**config.mk**
```make
export PLATFORM = sky130hd
export DESIGN_NAME = lidar_packet_tx
export DESIGN_NICKNAME = d
export VERILOG_FILES = /design/src/rtl/lidar_packet_tx.sv
export SDC_FILE = /design/constraint.sdc
export NUM_CORES = 1
export LEC_CHECK = 0
export BUFFER_PORTS_ARGS = -buffer_cell sky130_fd_sc_hd__buf_2
export CORE_MARGIN = 10
export CORE_UTILIZATION = 45
export CTS_CLUSTER_SIZE = 14
export DETAILED_ROUTE_END_ITERATION = 8
export PLACE_DENSITY = 0.64
export REMOVE_ABC_BUFFERS = 1
export SYNTH_ARGS = -nofsm -noshare
export SYNTH_HDL_FRONTEND = slang
export SYNTH_SLANG_ARGS = --single-unit
```
**constraint.sdc**
```tcl
create_clock -name clk_in -period 2.2 [get_ports clk_in]
set_input_delay 0.44 -clock clk_in [delete_from_list [all_inputs] [get_ports clk_in]]
set_output_delay 0.44 -clock clk_in [all_outputs]
set_load 0.03 [all_outputs]
```
**src/rtl/lidar_packet_tx.sv**
```systemverilog
// 8N1 UART packet transmitter for the LIDAR pixel link (A5, h, v/h, pixel/v).
// Define LIDAR_TX_CHECKSUM_EN to append an XOR checksum byte (b1^b2^b3).
module lidar_packet_tx #(
    parameter int          CLKS_PER_BIT = 645,
    parameter logic [7:0]  SYNC_BYTE    = 8'hA5
) (
    input  logic        clk_in,
    input  logic        rst_in,
    input  logic        valid_in,
    output logic        ready_out,
    input  logic [10:0] hcount_in,
    input  logic [9:0]  vcount_in,
    input  logic        pixel_in,
    output logic        tx_out,
    output logic        busy_out,
    output logic [2:0]  state_out
);

`ifdef LIDAR_TX_CHECKSUM_EN
    localparam int NBYTES = 5;
`else
    localparam int NBYTES = 4;
`endif

    localparam int CW = (CLKS_PER_BIT > 1) ? $clog2(CLKS_PER_BIT) : 1;
    localparam logic [CW-1:0] BAUD_LAST = CW'(CLKS_PER_BIT - 1);
    localparam logic [2:0]    LAST_BYTE = 3'(NBYTES - 1);

    typedef enum logic [2:0] {
        IDLE  = 3'd0,
        START = 3'd1,
        DATA  = 3'd2,
        STOP  = 3'd3,
        DONE  = 3'd4
    } state_t;

    state_t        state;
    logic [CW-1:0] baud_cnt;
    logic [2:0]    bit_idx;
    logic [2:0]    byte_idx;
    logic [7:0]    shreg;
    logic [10:0]   hcount_q;
    logic [9:0]    vcount_q;
    logic          pixel_q;

    logic [7:0] b1, b2, b3, cur_byte;
    logic       bit_end;

    assign b1        = hcount_q[7:0];
    assign b2        = {vcount_q[4:0], hcount_q[10:8]};
    assign b3        = {2'b00, pixel_q, vcount_q[9:5]};
    assign bit_end   = (baud_cnt == BAUD_LAST);
    assign state_out = state;

    always_comb begin
        cur_byte = SYNC_BYTE;
        case (byte_idx)
            3'd1:    cur_byte = b1;
            3'd2:    cur_byte = b2;
            3'd3:    cur_byte = b3;
`ifdef LIDAR_TX_CHECKSUM_EN
            3'd4:    cur_byte = b1 ^ b2 ^ b3;
`endif
            default: cur_byte = SYNC_BYTE;
        endcase
    end

    always_ff @(posedge clk_in or negedge rst_in) begin
        if (!rst_in) begin
            state     <= IDLE;
            tx_out    <= 1'b1;
            ready_out <= 1'b0;
            busy_out  <= 1'b0;
            baud_cnt  <= '0;
            bit_idx   <= '0;
            byte_idx  <= '0;
            shreg     <= '0;
            hcount_q  <= '0;
            vcount_q  <= '0;
            pixel_q   <= 1'b0;
        end else begin
            case (state)
                IDLE: begin
                    tx_out    <= 1'b1;
                    busy_out  <= 1'b0;
                    ready_out <= 1'b1;
                    if (valid_in && ready_out) begin
                        hcount_q  <= hcount_in;
                        vcount_q  <= vcount_in;
                        pixel_q   <= pixel_in;
                        state     <= START;
                        tx_out    <= 1'b0;
                        ready_out <= 1'b0;
                        busy_out  <= 1'b1;
                        baud_cnt  <= '0;
                        byte_idx  <= '0;
                    end
                end
                START: begin
                    if (bit_end) begin
                        baud_cnt <= '0;
                        bit_idx  <= '0;
                        state    <= DATA;
                        tx_out   <= cur_byte[0];
                        shreg    <= {1'b0, cur_byte[7:1]};
                    end else begin
                        baud_cnt <= baud_cnt + 1'b1;
                    end
                end
                DATA: begin
                    if (bit_end) begin
                        baud_cnt <= '0;
                        if (bit_idx == 3'd7) begin
                            state  <= STOP;
                            tx_out <= 1'b1;
                        end else begin
                            bit_idx <= bit_idx + 1'b1;
                            tx_out  <= shreg[0];
                            shreg   <= {1'b0, shreg[7:1]};
                        end
                    end else begin
                        baud_cnt <= baud_cnt + 1'b1;
                    end
                end
                STOP: begin
                    if (bit_end) begin
                        baud_cnt <= '0;
                        if (byte_idx == LAST_BYTE) begin
                            state    <= DONE;
                            busy_out <= 1'b0;
                        end else begin
                            byte_idx <= byte_idx + 1'b1;
                            state    <= START;
                            tx_out   <= 1'b0;
                        end
                    end else begin
                        baud_cnt <= baud_cnt + 1'b1;
                    end
                end
                // One idle-high cycle so packets never abut on the line.
                DONE: begin
                    state     <= IDLE;
                    tx_out    <= 1'b1;
                    ready_out <= 1'b1;
                end
                default: begin
                    state     <= IDLE;
                    tx_out    <= 1'b1;
                    ready_out <= 1'b0;
                    busy_out  <= 1'b0;
                end
            endcase
        end
    end

endmodule

```
# Yosys cells after proc, flatten, opt, wreduce, memory -nomap -nowiden
# Index checks and enable logic that the tools add are counted.
# W data, S select, Z words.
[op_classes] n_addsub=3 eq_ne=17 n_mux=35 n_bitwise=1 reduce_logical=14
[ops] op="$mux W3" count=12
[ops] op="$mux W8" count=3
[ops] op="$pmux W8 S3" count=1
[ops] op="$mux W10" count=2
[ops] op="$pmux W10 S2" count=1
[ops] op="$ne A2 B2 Y1 const B" count=8
[ops] op="$pmux W8 S2" count=1
[ops] op="$eq A3 B2 Y1 const B" count=4
[ops] op="$pmux W3 S2" count=2
[ops] op="$pmux W3 S4" count=1
[ops] op="$reduce_and A4 Y1" count=3
[ops] op="$add A10 B1 Y10 const B" count=1
[ops] op="$eq A10 B10 Y1 const B" count=1
[ops] op="$mux W1" count=9
[ops] op="$add A3 B1 Y3 const B" count=2
[ops] op="$eq A3 B1 Y1 const B" count=2
[ops] op="$eq A3 B3 Y1 const B" count=2
[ops] op="$pmux W1 S3" count=2
[ops] op="$reduce_bool A2 Y1" count=3
[ops] op="$reduce_or A3 Y1" count=2
[ops] op="$reduce_and A5 Y1" count=1
[ops] op="$pmux W1 S4" count=1
[ops] op="$reduce_and A2 Y1" count=2
[ops] op="$logic_not A3 Y1" count=1
[ops] op="other kinds (3)" count=3
[totals] register_bits=52 input_bits=25 output_inout_bits=6

# Depth between registers and ports, before layout
[depth] ltp_word=4 ltp_mapped=7 mapped_depth_nobuf=6

# Worst setup path before layout
# OpenSTA, ideal clock, no wires.
[synth_timing] kind="reg-to-reg" start="reg ready_out" end="reg baud_cnt[7]" setup_time_ns=0.073 arrival_ns=1.730 t_required_ns=2.127 slack_ns=0.397 path_stages_with_launch=5 synth_period_minus_slack_ns=1.803 cell_sequence="dfrtp_1 -> a211oi_2 -> or4_1 -> or3_1 -> a21oi_2"
[synth_via] elab_chain_len=3
[synth_rtl] item="start, declared" line_no="10" text="output logic ready_out,"
[synth_rtl] item="start signal, assigned" line_no="72" text="ready_out <= 1'b0;"
[synth_rtl] item="start signal, assigned" line_no="86" text="ready_out <= 1'b1;"
[synth_rtl] item="start signal, assigned" line_no="93" text="ready_out <= 1'b0;"
[synth_rtl] item="$logic_and A1 B1 Y1" line_no="87" text="if (valid_in && ready_out) begin"
[synth_rtl] item="$ne A2 B2 Y1 (no line)"
[synth_rtl] item="$reduce_and A2 Y1 (no line)"
[synth_rtl] item="end signal, assigned" line_no="107" text="baud_cnt <= baud_cnt + 1'b1;"
[synth_rtl] item="end signal, assigned" line_no="122" text="baud_cnt <= baud_cnt + 1'b1;"
[synth_rtl] item="end signal, assigned" line_no="137" text="baud_cnt <= baud_cnt + 1'b1;"
[synth_rtl] item="end, declared" line_no="38" text="logic [CW-1:0] baud_cnt;"
# No other way between the ends.
# A chain may end at the register's enable or synchronous reset.

# Worst setup path in the final report
[layout_timing] start="reg state[2] (netlist: state_out[2])" end="out state_out[2]"
[layout_lines] item="start, declared" line_no="37" text="state_t state;"
[layout_lines] item="start signal, assigned" line_no="70" text="state <= IDLE;"
[layout_lines] item="start signal, assigned" line_no="91" text="state <= START;"
[layout_lines] item="start signal, assigned" line_no="103" text="state <= DATA;"
[layout_lines] item="end, declared" line_no="16" text="output logic [2:0] state_out"
# No word-level cell between the ends.

==> impl_metrics.yaml <==
critical_path:
  cp.arrival_ns: 1.50
  timing.reg2reg.setup_slack_ns: 0.29
  path_delay_family: "flip-flops"
  crit_path_start_kind: "register"
  rr_worst_depth: 6
  path_class: "reg -> out"
  required_ns: 1.76
  cp_num_buf_inv: 2
  crit_chain: "buf_4 -> buf_2"
  critical_path.slowest_cell: "dfrtp_1"
  cp.depth: 2
  cp_max_fo: 18
  max_stage_delay_ns: 0.72
  end_kind: "output pin"
power_and_ir_drop:
  internal-power_w: 0.001183
  power_leakage_nw: 1.360
  pwr-share-comb_pct: 2.8
  power_frac_seq_pct: 60.8
  clkPwrFrac_pct: 36.4
  p_sw_w: 0.0003566
  p_sw_share_pct: 23.16
  power_density_nw_per_um2: 532.8
  vdd_drop_max_mv: 0.3209
detailed_routing:
  first_iter_violations: 108
  wl_mm: 5.168
  dr.pass1.iters: 4
  ant_nets: 0
  via_count: 1839
  drc: 0
  vias_per_cell: 5.506
  wire_per_inst_um: 15.47
yosys:
  syn-instance-count: 227
  syn_area_um2: 2536
  synth_commonest_cells: "dfrtp_1 (50), mux2_2 (24), nand2_1 (19)"
  muxShareOfSynthArea_pct: 11.84
  yosysUniqueCellTypes: 50
  synthSimpleGateAreaFrac_pct: 15.49
  synth_compound_area_share_pct: 13.62
  synth-xor-area-share_pct: 2.072
  synth_seq_area_share_pct: 50.37
  yosysWarnings: 0
  synth-edff-count: 0
  synth_top_cell_area_share_pct: 49.33
  synth_top_family_by_area: "simple AND/OR/NAND/NOR gates"
  yosys_most_used_dff: "dfrtp_1"
  yosysMostFrequentCell: "dfrtp_1"
  async_flop_share_pct: 100.0
  synthTopCellsByArea: "dfrtp_1 (49%), mux2_2 (11%), ha_1 (3.9%), nand2_1 (2.8%), nor2_1 (2.2%)"
  postSynthAreaPerCell_um2: 11.17
  synth_seq_cells: 51
  yosysTopAreaCell: "dfrtp_1"
  synthAdderAreaFrac_pct: 3.947
floorplan:
  initial_core_util_pct: 46.34
  die_y_um: 95.08
  io_pins: 31
  die_x_um: 95.08
  core_region_area_um2: 5473
  rows: 27
  fp.dieArea_um2: 9039
timing:
  setup_ws_ns: 0.2550
  relSlewSlack_pct: 57.43
  setup_viol: 0
  skew_ns: 0.005830
  fmax_ghz: 0.5141
  fin_crit_sh_pct: 88.41
  min_period_ns: 1.945
  hold_viol: 0
  tns_ns: 0
  tightestPinTransition_ns: 0.6328
  grt_setup_unrepaired: "false"
  drv_slew: 0
place:
  numPortBuffers: 30
  place.gp.congestion: 0.7815
  hpwl_mm: 3.727
  dp_cells: 326
  place_ws_ns: 0.2898
cts:
  cts_buffers: 5
  htreeDepth: 2
  clk_latency_ns: 0.31
  cts_buffer_depth: 2
  cts_resized: 0
  cts.sinks: 51
  cts_setup_buffers: 0
  cts_tree: "done"
  cts_hold_buf: 0
  root_buffer: "clkbuf_8"
  path_clk_slew_ns: 0.10
grt:
  grt.total_usage_pct: 12.56
  antenna_found_initial: 0
  grt_pass1_wl_mm: 9.114
  grt_max_degree: 31
  grt_pass1_vias: 1884
  grt_overflow: 0
min_path:
  min_path_type: "in -> async"
final_layout:
  drive_gt1_share_pct: 30.53
  postLayoutCoreUtil_pct: 52.81
  final_cell_count_no_fill: 334
  syn_to_final_growth_pct: 13.96
  layout.nets: 294
  antenna_cells: 0
outcome:
  status: "completed"
flow_run:
  maxCapViolCount: 0
-- logic make-up (layout without fill, tap and decap cells) --
group           after synthesis  count (layout)
xor+xnor                      6               6
buf+inv                      17              52
simple gates                 72              72
mux                          27              27
compound gates               46              46
fa+ha+maj                     8               8
flops                        51              51
-- stage by stage --
step	total power [W]	hold slack, ns	cell area, um^2
floorplan	0.0009559	0.1444	2499
global placement	0.0009994	0.4501	2796
detailed placement	0.001000	0.4552	2796
CTS	0.001571	0.1072	2890
global route	0.001607	0.1227	2890
finish	0.001540	0.09139	2890
-- per-layer routing --
metal  vias to the layer above  part of all wire, %  global-route usage (%)
met5                         -                    0                       0
met4                         0                  1.2                   4.364
met3                         5                  4.7                   3.692
met2                        37                   46                   19.26
met1                       894                   48                   16.51
li1                        903                    -                       -
-- area by class of cell --
cell class	instances	area, um^2
sequential	51	1277
clock buffer	5	68.82
inverter	8	30.03
fill	528	2582
timing repair buffer	36	207.7
tap	72	90.09
clock inverter	3	25.02
multi-input combinational	159	1191
-- power by group through the flow --
stage                     Sequential [W]  Combinational (W)  Clock [W]
after floorplan                 0.000955        0.000000464          0
after global placement          0.000955          0.0000443          0
after detailed placement        0.000955          0.0000452          0
after CTS                       0.000937          0.0000453   0.000588
after global routing            0.000937          0.0000506   0.000620
final                           0.000937          0.0000428   0.000560
-- sequential cells by signal (all words and copies together) (netlist names) --
register	cells
hcount_q	11
baud_cnt	10
vcount_q	10
shreg	7
bit_idx	3
byte_idx	3
state_out	3
busy_out	1
pixel_q	1
ready_out	1
tx_out	1
-- layout by cell type, fill, tap and decap left out, types with 3 or more instances in the layout --
cell type and instances:
dfrtp_1 50, buf_2 30, mux2_2 24, nand2_1 19
nor2_1 15, o21ai_0 9, inv_1 8, ha_1 8
nand3_1 5, xnor2_1 5, nor3_1 5, a22o_1 5
clkbuf_8 5, buf_4 5, nor2b_1 4, a21oi_1 4
a2bb2oi_1 4, nor3b_1 3, mux2i_1 3, nor4_1 3
a21o_1 3, nand4_1 3, o31ai_1 3, a222oi_1 3
-- path summary, 6_finish.rpt --
| kind | to | from |
|---|---|---|
| setup / recovery | state_out[2] | state_out[2]$_DFFE_PN0P_ |
| max in group asynchronous | tx_out$_DFFE_PN1P_ | rst_in |
| hold reg to reg | shreg[0]$_DFFE_PN0P_ | shreg[0]$_DFFE_PN0P_ |
| hold / removal | baud_cnt[2]$_DFFE_PN0P_ | rst_in |
| setup reg to reg | tx_out$_DFFE_PN1P_ | byte_idx[0]$_DFFE_PN0P_ |
| min in group clk_in | vcount_q[0]$_DFFE_PN0P_ | vcount_in[0] |
(Power assumes the default switching activity.)
